**src/rtl/fpu_pkg.sv**
```systemverilog
// fpu_pkg: single-precision field widths, bias and handshake states shared by the FPU blocks.
package fpu_pkg;
    localparam int EXP_W  = 8;
    localparam int MANT_W = 23;
    localparam int BIAS   = 127;
    typedef enum logic [1:0] {IDLE, CALC, DONE} state_t;
endpackage

```
**src/rtl/fdiv_mant_div.sv**
```systemverilog
// mant_div: 25-cycle restoring divider producing {1,m1}<<24 / {1,m2}, one quotient bit per cycle MSB first.
module mant_div (
    input  logic        clk,
    input  logic        rst,
    input  logic        start,
    input  logic [23:0] dividend,
    input  logic [23:0] divisor,
    output logic [24:0] quotient,
    output logic        done
);
    logic [25:0] rem_q;
    logic [23:0] div_q;
    logic [24:0] quo_q;
    logic [4:0]  cnt_q;
    logic        busy_q, done_q;
    logic        ge;
    logic [24:0] diff;
    // Remainder stays below twice the divisor, so 26 bits never overflow.
    assign ge   = rem_q >= {2'b0, div_q};
    assign diff = ge ? 25'(rem_q - {2'b0, div_q}) : rem_q[24:0];
    always_ff @(posedge clk)
        if (rst) begin
            rem_q  <= '0;
            div_q  <= '0;
            quo_q  <= '0;
            cnt_q  <= '0;
            busy_q <= 1'b0;
            done_q <= 1'b0;
        end else if (start) begin
            rem_q  <= 26'(dividend);
            div_q  <= divisor;
            quo_q  <= '0;
            cnt_q  <= '0;
            busy_q <= 1'b1;
            done_q <= 1'b0;
        end else if (busy_q) begin
            rem_q  <= {diff, 1'b0};
            quo_q  <= {quo_q[23:0], ge};
            cnt_q  <= cnt_q + 5'd1;
            busy_q <= cnt_q != 5'd24;
            done_q <= cnt_q == 5'd24;
        end
    assign quotient = quo_q;
    assign done     = done_q;
endmodule

```
**src/rtl/fdiv.sv**
```systemverilog
// fdiv: truncating single-precision divider with valid/ready handshake and fixed 26-edge latency.
module fdiv
    import fpu_pkg::*;
(
    input  logic        clk,
    input  logic        rst,
    input  logic [31:0] x1,
    input  logic [31:0] x2,
    input  logic        in_valid,
    output logic        in_ready,
    output logic [31:0] y,
    output logic        out_valid,
    input  logic        out_ready
);
    state_t             state_q;
    logic               sy_q;
    logic [EXP_W-1:0]   e1_q, e2_q;
    logic [31:0]        y_q, y_d, inf, zero;
    logic [24:0]        quo;
    logic               div_done, start;
    logic signed [9:0]  ey;
    logic [MANT_W-1:0]  my;
    assign start = state_q == IDLE && in_valid;
    mant_div u_div (
        .clk     (clk),
        .rst     (rst),
        .start   (start),
        .dividend({1'b1, x1[MANT_W-1:0]}),
        .divisor ({1'b1, x2[MANT_W-1:0]}),
        .quotient(quo),
        .done    (div_done)
    );
    // Quotient lies in [2^23, 2^25); its top bit selects the normalisation shift.
    assign ey   = 10'(e1_q) - 10'(e2_q) + (quo[24] ? 10'(BIAS) : 10'(BIAS - 1));
    assign my   = quo[24] ? quo[23:1] : quo[22:0];
    assign inf  = {sy_q, {EXP_W{1'b1}}, {MANT_W{1'b0}}};
    assign zero = {sy_q, 31'h0};
    assign y_d  = e2_q == '0 ? inf  :
                  e1_q == '0 ? zero :
                  ey <= 0    ? zero :
                  ey >= 255  ? inf  : {sy_q, ey[7:0], my};
    always_ff @(posedge clk)
        if (rst) begin
            state_q <= IDLE;
            y_q     <= '0;
            sy_q    <= 1'b0;
            e1_q    <= '0;
            e2_q    <= '0;
        end else
            case (state_q)
                IDLE: if (in_valid) begin
                    sy_q    <= x1[31] ^ x2[31];
                    e1_q    <= x1[30:23];
                    e2_q    <= x2[30:23];
                    state_q <= CALC;
                end
                CALC: if (div_done) begin
                    y_q     <= y_d;
                    state_q <= DONE;
                end
                DONE: if (out_ready) state_q <= IDLE;
                default: state_q <= IDLE;
            endcase
    assign in_ready  = state_q == IDLE;
    assign out_valid = state_q == DONE;
    assign y         = y_q;
endmodule

```
**config.mk**
```make
export PLATFORM = sky130hd
export DESIGN_NAME = fdiv
export DESIGN_NICKNAME = d
export VERILOG_FILES = /design/src/rtl/fpu_pkg.sv /design/src/rtl/fdiv_mant_div.sv /design/src/rtl/fdiv.sv
export SDC_FILE = /design/constraint.sdc
export NUM_CORES = 1
export LEC_CHECK = 0
export CAP_MARGIN = 20
export CORE_UTILIZATION = 50
export CTS_CLUSTER_SIZE = 20
export DETAILED_ROUTE_END_ITERATION = 10
export MAX_ROUTING_LAYER = met4
export PLACE_DENSITY = 0.82
export SYNTH_ARGS = -nofsm -noshare
export SYNTH_HDL_FRONTEND = slang
export SYNTH_SLANG_ARGS = --single-unit
```
**constraint.sdc**
```tcl
create_clock -name clk -period 3.3 [get_ports clk]
set_clock_uncertainty 0.1 [all_clocks]
set_input_delay 0.495 -clock clk [delete_from_list [all_inputs] [get_ports clk]]
set_output_delay 0.495 -clock clk [all_outputs]
set_load 0.05 [all_outputs]
```
* Word level (Yosys, flattened, before mapping)
Index checks and enable logic that the tools add are counted.
** Cells by class
- Bitwise gates (word level) :: 1
- Muxes and demuxes :: 15
- Reductions and logical operators :: 9
- Divide/modulo/power cells :: 0
- Shifts and indexed selects :: 0
- Eq/ne operators :: 7
- Add/sub/neg operators :: 4
- $lt $le $gt $ge :: 3
- $mul :: 0
** Operators with widths (number)
- $mux W31 :: 4
- $mux W24 :: 2
- $ge A26 B24 Y1 :: 1
- $mux W25 :: 1
- $sub A25 B24 Y25 :: 1
- $mux W23 :: 1
- $logic_not A8 Y1 :: 2
- $add A9 B8 Y10 :: 1
- $ge A10 B9 Y1 const B :: 1
- $le A10 B1 Y1 const B :: 1
- $sub A8 B8 Y9 :: 1
- $mux W2 :: 3
- $pmux W2 S3 :: 1
- $add A5 B1 Y5 const B :: 1
- $eq A5 B5 Y1 const B :: 1
- $ne A5 B5 Y1 const B :: 1
- $ne A2 B1 Y1 const B :: 2
- $reduce_and A2 Y1 :: 2
- $mux W1 :: 3
- $reduce_and A3 Y1 :: 1
- $eq A2 B1 Y1 const B :: 1
- $eq A2 B2 Y1 const B :: 1
- $logic_not A2 Y1 :: 1
- $ne A2 B2 Y1 const B :: 1
- 4 further kinds :: 4
** Storage, ports and cells
- Input port bits :: 68
- Bits in latches :: 0
- Register bits after elaboration :: 133
- Logic and storage cells :: 51
- Output and inout port bits :: 34
- Memory bits (read-only) :: 0
- Memory bits (writable) :: 0
- Memories :: 0

* Depth between registers and ports, before layout
Gate-level depths: netlist (run 1).
- Word-level depth :: 7
- Gate-level depth with buffers :: 13
- Gate-level depth less buffers :: 12

* Modules after synthesis
A second synthesis (run 1) with hierarchy kept.
** Unflattened totals
- Cell total of the unflattened synthesis :: 864
- Area, all modules :: 7449.6 um^2
** Modules (own cells, without submodules)
- mant_div :: cells each 544, area each 4660.7 um^2, times used 1, seq. area each 1641.6 um^2
- fdiv :: cells each 320, area each 2788.9 um^2, times used 1, seq. area each 1021.0 um^2

* Worst setup path after synthesis (run 1)
No wires, ideal clock.
- Kind :: register -> register
- Start :: register e1_q[0]
- End :: register y_q[10], in the netlist y[10]
- Buffers on the path :: 1
- Setup time :: 0.115 ns
- Required time :: 3.085 ns
- Period minus slack after synthesis :: 3.273 ns
- Stages on the path, launching flop included :: 14
- Arrival time :: 3.058 ns
- Slack :: 0.027 ns
- Path through :: dfxtp_1 inv_1 ha_1 inv_1 fa_1 a211oi_2 nor2_1 xor2_1 nor3_2 nor4_1 or4b_4 o2111ai_4 buf_8 o21ai_2
** Between the ends
- Longest elaborated chain between the ends :: 7
- Elaborated cells between the ends (all ways) :: 9
- Those cells by class :: add/sub: 2; order compare: 2; mux: 4; reduce/logical: 1
** RTL lines
- start, declared :: RTL line fdiv.sv:17 : logic [EXP_W-1:0] e1_q, e2_q;
- start signal, assigned :: RTL line fdiv.sv:53 : e1_q <= x1[30:23];
- $sub A8 B8 Y9 :: RTL line fdiv.sv:34 : assign ey = 10'(e1_q) - 10'(e2_q) + (quo[24] ? 10'(BIAS) : 10'(BIAS - 1));
- $add A9 B8 Y10 :: RTL line fdiv.sv:34
- $ge A10 B9 Y1 :: RTL line fdiv.sv:41 : ey >= 255 ? inf : {sy_q, ey[7:0], my};
- $mux W31 :: RTL line fdiv.sv:41
- $mux W31 :: RTL line fdiv.sv:40 : ey <= 0 ? zero :
- $mux W31 * :: RTL line fdiv.sv:39 : e1_q == '0 ? zero :
- $mux W31 * :: RTL line fdiv.sv:38 : assign y_d = e2_q == '0 ? inf :
- end signal, assigned :: RTL line fdiv.sv:58 : y_q <= y_d;
- end, declared :: RTL line fdiv.sv:18 : logic [31:0] y_q, y_d, inf, zero;
Every way passes the cells marked *; elsewhere a longest branch is shown, timed or not.
A chain may end at the register's enable or synchronous reset.

* Worst setup path after layout (run 1)
- Start :: register e1_q[0]
- End :: register y_q[6], in the netlist y[6]
Same word-level chain as after synthesis.

==> results of run 1 <==
cell usage in the layout, fill, tap and decap left out, types with 7 or more instances in the layout:
cell	synthesis	final
nand2_1	130	128
buf_4	0	54
ha_1	36	32
o21ai_1	8	7
o21ai_2	21	23
o31ai_1	7	7
a31oi_1	7	7
o22ai_1	7	7
mux2i_1	54	54
o21ai_0	17	15
nor2_1	77	75
xor2_1	8	7
inv_1	55	51
a21oi_1	93	85
clkbuf_8	0	8
nor3_1	22	21
o41ai_1	8	8
o21a_1	7	7
a211oi_1	12	12
clkdlybuf4s50_1	0	100
and3_1	7	7
dfxtp_1	133	130
or3_1	12	12
a21o_1	7	7
clkbuf_16	0	17
xnor2_1	22	21
nand3b_1	11	11
a21oi_2	3	11
nand3_1	20	20
layer usage:
layer	up-vias	part of all wire	wire length, um
li1	3523	-	-
met1	3375	0.45	8840
met2	203	0.49	9670
met3	33	0.048	944
met4	0	0.017	330
met5	-	0	0
flip-flops by register name, indices dropped and copies added (netlist names):
name	count
y	32
u_div.rem_q	26
e1_q	8
u_div.div_q	24
u_div.cnt_q	5
u_div.busy_q	1
u_div.done	1
state_q	2
u_div.quotient	25
sy_q	1
e2_q	8
worst paths after layout:
kind,start,end,slack [ns],cells after the start
worst min register to register,y[10],y[10],0.35,2
worst max-delay path,e1_q[0],y[6],-0.08,14
worst min-delay path,y[10],y[10],0.35,2
worst max register to register,e1_q[0],y[6],-0.08,14
kinds of logic after synthesis:
family	count (synthesis)	share of synthesized area
xor+xnor	33	0.0409
buf+inv	107	0.0578
compound gates	235	0.212
fa+ha+maj	38	0.0643
flops	133	0.349
mux	55	0.0724
simple gates	327	0.203
area by class of cell:
| type | count | area [um^2] | share of cell area |
|---|---|---|---|
| Timing Repair Buffer | 162 | 1530 | 0.154 |
| Inverter | 55 | 206 | 0.0207 |
| Tap cell | 184 | 230 | 0.0231 |
| Clock inverter | 6 | 111 | 0.0112 |
| Sequential cell | 133 | 2670 | 0.267 |
| Clock buffer | 26 | 539 | 0.0541 |
| Multi-Input combinational cell | 688 | 4690 | 0.470 |
per-stage QoR:
step | instance area, um^2 | instances | setup TNS, ns | utilization
after CTS | 9820 | 1249 | -0.210 | 0.668
after detailed placement | 9030 | 1213 | -1.60 | 0.615
after global placement | 9030 | 1213 | -0.00835 | 0.615
final | 9980 | 1254 | -1.75 | 0.679
after floorplan | 7620 | 928 | 0 | -
after global routing | 9980 | 1254 | -5.31 | 0.679
worst max-delay path, stage by stage (launching register included):
cell       delay (ns)
dfxtp_2          0.32
inv_2            0.06
ha_4             0.13
inv_2            0.03
fa_2             0.54
inv_2            0.05
ha_4             0.27
inv_2            0.04
or3_4            0.36
nor4_2           0.23
or4b_4           0.52
o2111ai_4        0.23
buf_6            0.17
buf_12           0.14
o21ai_4          0.05
power breakdown:
group | total, mW | leakage, nW | internal (mW) | switching [mW]
combinational | 1.80 | 2.39 | 0.816 | 0.981
sequential | 1.74 | 1.08 | 1.68 | 0.0580
clock | 2.05 | 0.319 | 1.35 | 0.699
total | 5.58 | 3.79 | 3.85 | 1.74
repair_timing:
action                     in CTS  in global routing
setup buffers                   2                  5
setup endpoints to repair      38                 37
resized for setup              17                 29
pin swaps                       2                 30
cloned                          2                  0
==> results.toml, run 1 <==
[run_status]
status = "finished, violations left"
violations = "design-rule violations, negative setup slack"

[logic_synthesis]
yosys_register_bits = 133
synth_top_area_share = 0.349
yosysUniqueCellTypes = 78
yosys-top-cells-area = "dfxtp_1 35%, mux2i_1 7.1%, nand2_1 6.4%"
synth_common_cells = "133 x dfxtp_1, 130 x nand2_1, 93 x a21oi_1"
syn_nets = 1034
async_flop_share = 0
synth-edff-count = 0
synth_ff_type = "dfxtp_1"
synth_area_um2 = 7620
yosys_warnings = 0
yosysTopAreaCell = "dfxtp_1"
yosysMostFrequentCell = "dfxtp_1"
syn_inst = 928
ys_seq_area_frac = 0.349
synth_area_per_cell_um2 = 8.22

[place]
pre_cts_slack_ns = -0.0897
gp_congestion = 0.888
portBuffers = 101
place_hpwl_um = 13100

[sta]
slew_headroom = 0.450
fin_ws_ns = -0.0806
drv_slew = 0
grt_setup_unrepaired = "yes"
fmax_mhz = 296
holdWs_ns = 0.352
fin_crit_ns = 3.38
hold_viol_final = 0
tightest_slew_ns = 0.822
setup_viol = 31
period_share = 1.02

[drt]
wl_per_cell_um = 15.8
drc = 7
final_antenna_net_count = 0
drtPass1Iterations = 8
drtIter0Drc = 527
via_per_inst = 5.69
vias = 7134
wl_um = 19800

[global_route]
grt_max_degree = 63
grtUsageMet3 = 0.0466
grt_pass1_wl_um = 33000
grt_pass1_vias = 6936
grt_util_all_layers = 0.267
antenna_found_initial = 0
overflow = 0
grt_use_met2 = 0.438
grt_busiest_layer = "met2"
use_met1 = 0.326

[die]
start_util = 0.519
core-area_um2 = 14700
rows = 44
die_h_um = 125
fp.dieW_um = 125
die_area_um2 = 15700
pin_count = 102

[worst_setup_path]
worstPathArrival_ns = 3.58
cp.required_ns = 3.50
crit_path_start_kind = "flop"
critPathCaptureType = "flop"
crit_fanout = 6
path_class = "reg -> reg"

[final_layout]
syn_to_final_growth_pct = 30.8
nets = 1163
fillerInstances = 1111
num_antenna_cells = 0
drive_above_1_share = 0.166

[cts]
htreeDepth = 4
holdBufCountCts = 0
cts_buffer_depth = 2
clk_pin_slew_ns = 0.06
clock-sinks = 133
cts_tree = "yes"
insertion_delay_ns = 0.42
cts_made_buffers = 17
cts_root_buf = "clkbuf_16"

[power]
p_per_area_nw_per_um2 = 560
irDropWorstVdd_mv = 0.446
leakagePower_nw = 3.79
total_power_mw = 5.58

[hold_path]
min_path_type = "reg -> reg"

[job]
cap_violations = 0
No activity file was read; power rests on OpenSTA's default activity.
==> run 2: changes to the inputs <==
CAP_MARGIN = unset   (was 20)
TNS_END_PERCENT = 5   (was unset)
==> run 2 against run 1 <==
Compared with the run above:
- the flow still finishes with violations (design-rule violations, negative setup slack)
- sequential share of layout area increased by 0.20 points
- maximum frequency grew 0.44%
- die area unchanged
- clock power about the same
- total power fell by 0.48%
- global-route usage down 0.77 points
- combinational power about the same
- count of clock-buffer cells in the layout is the same
- sequential power barely moved
- critical endpoint is now y[12]
- largest power group unchanged
==> results.toml, run 2 (same netlist as run 1, synthesis figures left out) <==
[sta]
fin_ws_ns = -0.0659
fmax_mhz = 297
fin_crit_ns = 3.37
slew_headroom = 0.431
setup_tns_ns = -0.791
hold_viol_final = 0
grt_setup_unrepaired = "yes"
holdWs_ns = 0.353
tightest_slew_ns = 0.851
setup_viol = 23
drv_slew = 0
period_share = 1.02

[die]
die_h_um = 125
rows = 44
fp.dieW_um = 125
core-area_um2 = 14700
start_util = 0.519
pin_count = 102
die_area_um2 = 15700

[worst_setup_path]
path_class = "reg -> reg"
critPathCaptureType = "flop"
cp.required_ns = 3.55
r2r-start = "e1_q[0]"
crit_start = "e1_q[0]"
crit_fanout = 6
worstPathArrival_ns = 3.62
crit_path_start_kind = "flop"

[final_layout]
drive_above_1_share = 0.156
nets = 1159
syn_to_final_growth_pct = 29.9
layout.cells.most_common_list = "130 x dfxtp_1, 128 x nand2_1, 100 x clkdlybuf4s50_1, 93 x a21oi_1, 75 x nor2_1"
largest_reg_flops = 32
final_common_cell = "dfxtp_1"
num_antenna_cells = 0
post-route-util = 0.674
fillerInstances = 1129

[global_route]
grt_pass1_wl_um = 32100
grt_max_degree = 63
overflow = 0
grt_pass1_vias = 6782
antenna_found_initial = 0
grt_util_all_layers = 0.259

[drt]
via_per_inst = 5.67
vias = 7084
drtPass1Iterations = 8
wl_per_cell_um = 15.6
wl_um = 19500
drc = 7
drtIter0Drc = 504
final_antenna_net_count = 0

[run_status]
status = "finished, violations left"
violations = "design-rule violations, negative setup slack"

[power]
irDropWorstVdd_mv = 0.445
p_int_mw = 3.83
p_per_area_nw_per_um2 = 561
p_sw_frac = 0.310
p_clk_frac = 0.369
pwr-share-comb = 0.318
total_power_mw = 5.56
net-switching-power_mw = 1.72
power_frac_seq = 0.313
leakagePower_nw = 3.77

[cts]
clock-sinks = 133
cts_buffer_depth = 2
clk_pin_slew_ns = 0.06
cts_tree = "yes"
insertion_delay_ns = 0.42
htreeDepth = 4
cts_root_buf = "clkbuf_16"
cts_made_buffers = 17
holdBufCountCts = 0

[hold_path]
min_from = "u_div.div_q[20]"
min_path_type = "reg -> reg"

[place]
portBuffers = 101
gp_congestion = 0.888
pre_cts_slack_ns = -0.0897
place_hpwl_um = 13100

[job]
cap_violations = 0
## run 2: cell count changes in the layout (fill, tap and decap cells not counted)
cell / previous run / this run
a21oi_2: 11 / 3
buf_4: 54 / 52
o21ai_0: 15 / 16
buf_6: 4 / 1
buf_16: 2 / 0
o21ai_1: 7 / 6
ha_4: 3 / 2
a21oi_1: 85 / 93
clkbuf_16: 17 / 19
buf_12: 1 / 2
ha_2: 1 / 2
## run 2: final cells by class
class,instances,area (um^2),share of cell area
Multi-Input combinational cell,688,4650,0.470
Sequential cell,133,2670,0.269
Timing Repair Buffer,158,1500,0.151
Clock buffer,26,539,0.0545
Tap cell,184,230,0.0232
Inverter,55,206,0.0208
Clock inverter,6,111,0.0112
## run 2: repair_timing
action	in CTS	in global routing
buffers inserted	0	2
pin swaps	2	36
resized for setup	3	27
gates cloned	0	3
endpoints found under the setup margin	38	37
## run 2: through the flow
step                cells  instance area, um^2
detailed placement   1213                 9030
global route         1250                 9900
global placement     1213                 9030
floorplan             928                 7620
CTS                  1245                 9700
finish               1250                 9900
## run 2: path summary, 6_finish.rpt
kind | cells past startpoint | slack (ns) | endpoint
setup / recovery | 16 | -0.07 | y[12]
hold / removal | 2 | 0.35 | u_div.div_q[20]
setup reg to reg | 16 | -0.07 | y[12]
hold reg to reg | 2 | 0.35 | u_div.div_q[20]
## run 2: power groups by stage
stage / Combinational, mW / Clock [mW] / Sequential [mW]
2_1_floorplan: 1.17 / 0 / 1.75
3_3_place_gp: 1.65 / 0 / 1.77
3_5_place_dp: 1.67 / 0 / 1.77
4_1_cts: 1.70 / 2.06 / 1.73
5_1_grt: 1.95 / 2.15 / 1.74
6_report: 1.77 / 2.05 / 1.74
## run 2: routing by layer
layer | GRT usage | up-vias | routed length [um]
li1 | - | 3522 | -
met1 | 0.316 | 3334 | 8760
met2 | 0.430 | 199 | 9530
met3 | 0.0496 | 29 | 880
met4 | 0.0803 | 0 | 278
met5 | - | - | 0
## run 2: critical path, stage by stage (launching register included)
cell       delay [ns]
dfxtp_2          0.33
inv_2            0.04
ha_4             0.15
inv_2            0.05
fa_2             0.25
a211oi_4         0.08
buf_4            0.16
or4b_4           0.49
o2111ai_4        0.12
a21oi_2          0.07
buf_4            0.15
a22o_4           0.23
a2111oi_4        0.40
o2111ai_4        0.19
buf_12           0.21
clkbuf_16        0.16
o21ai_2          0.12
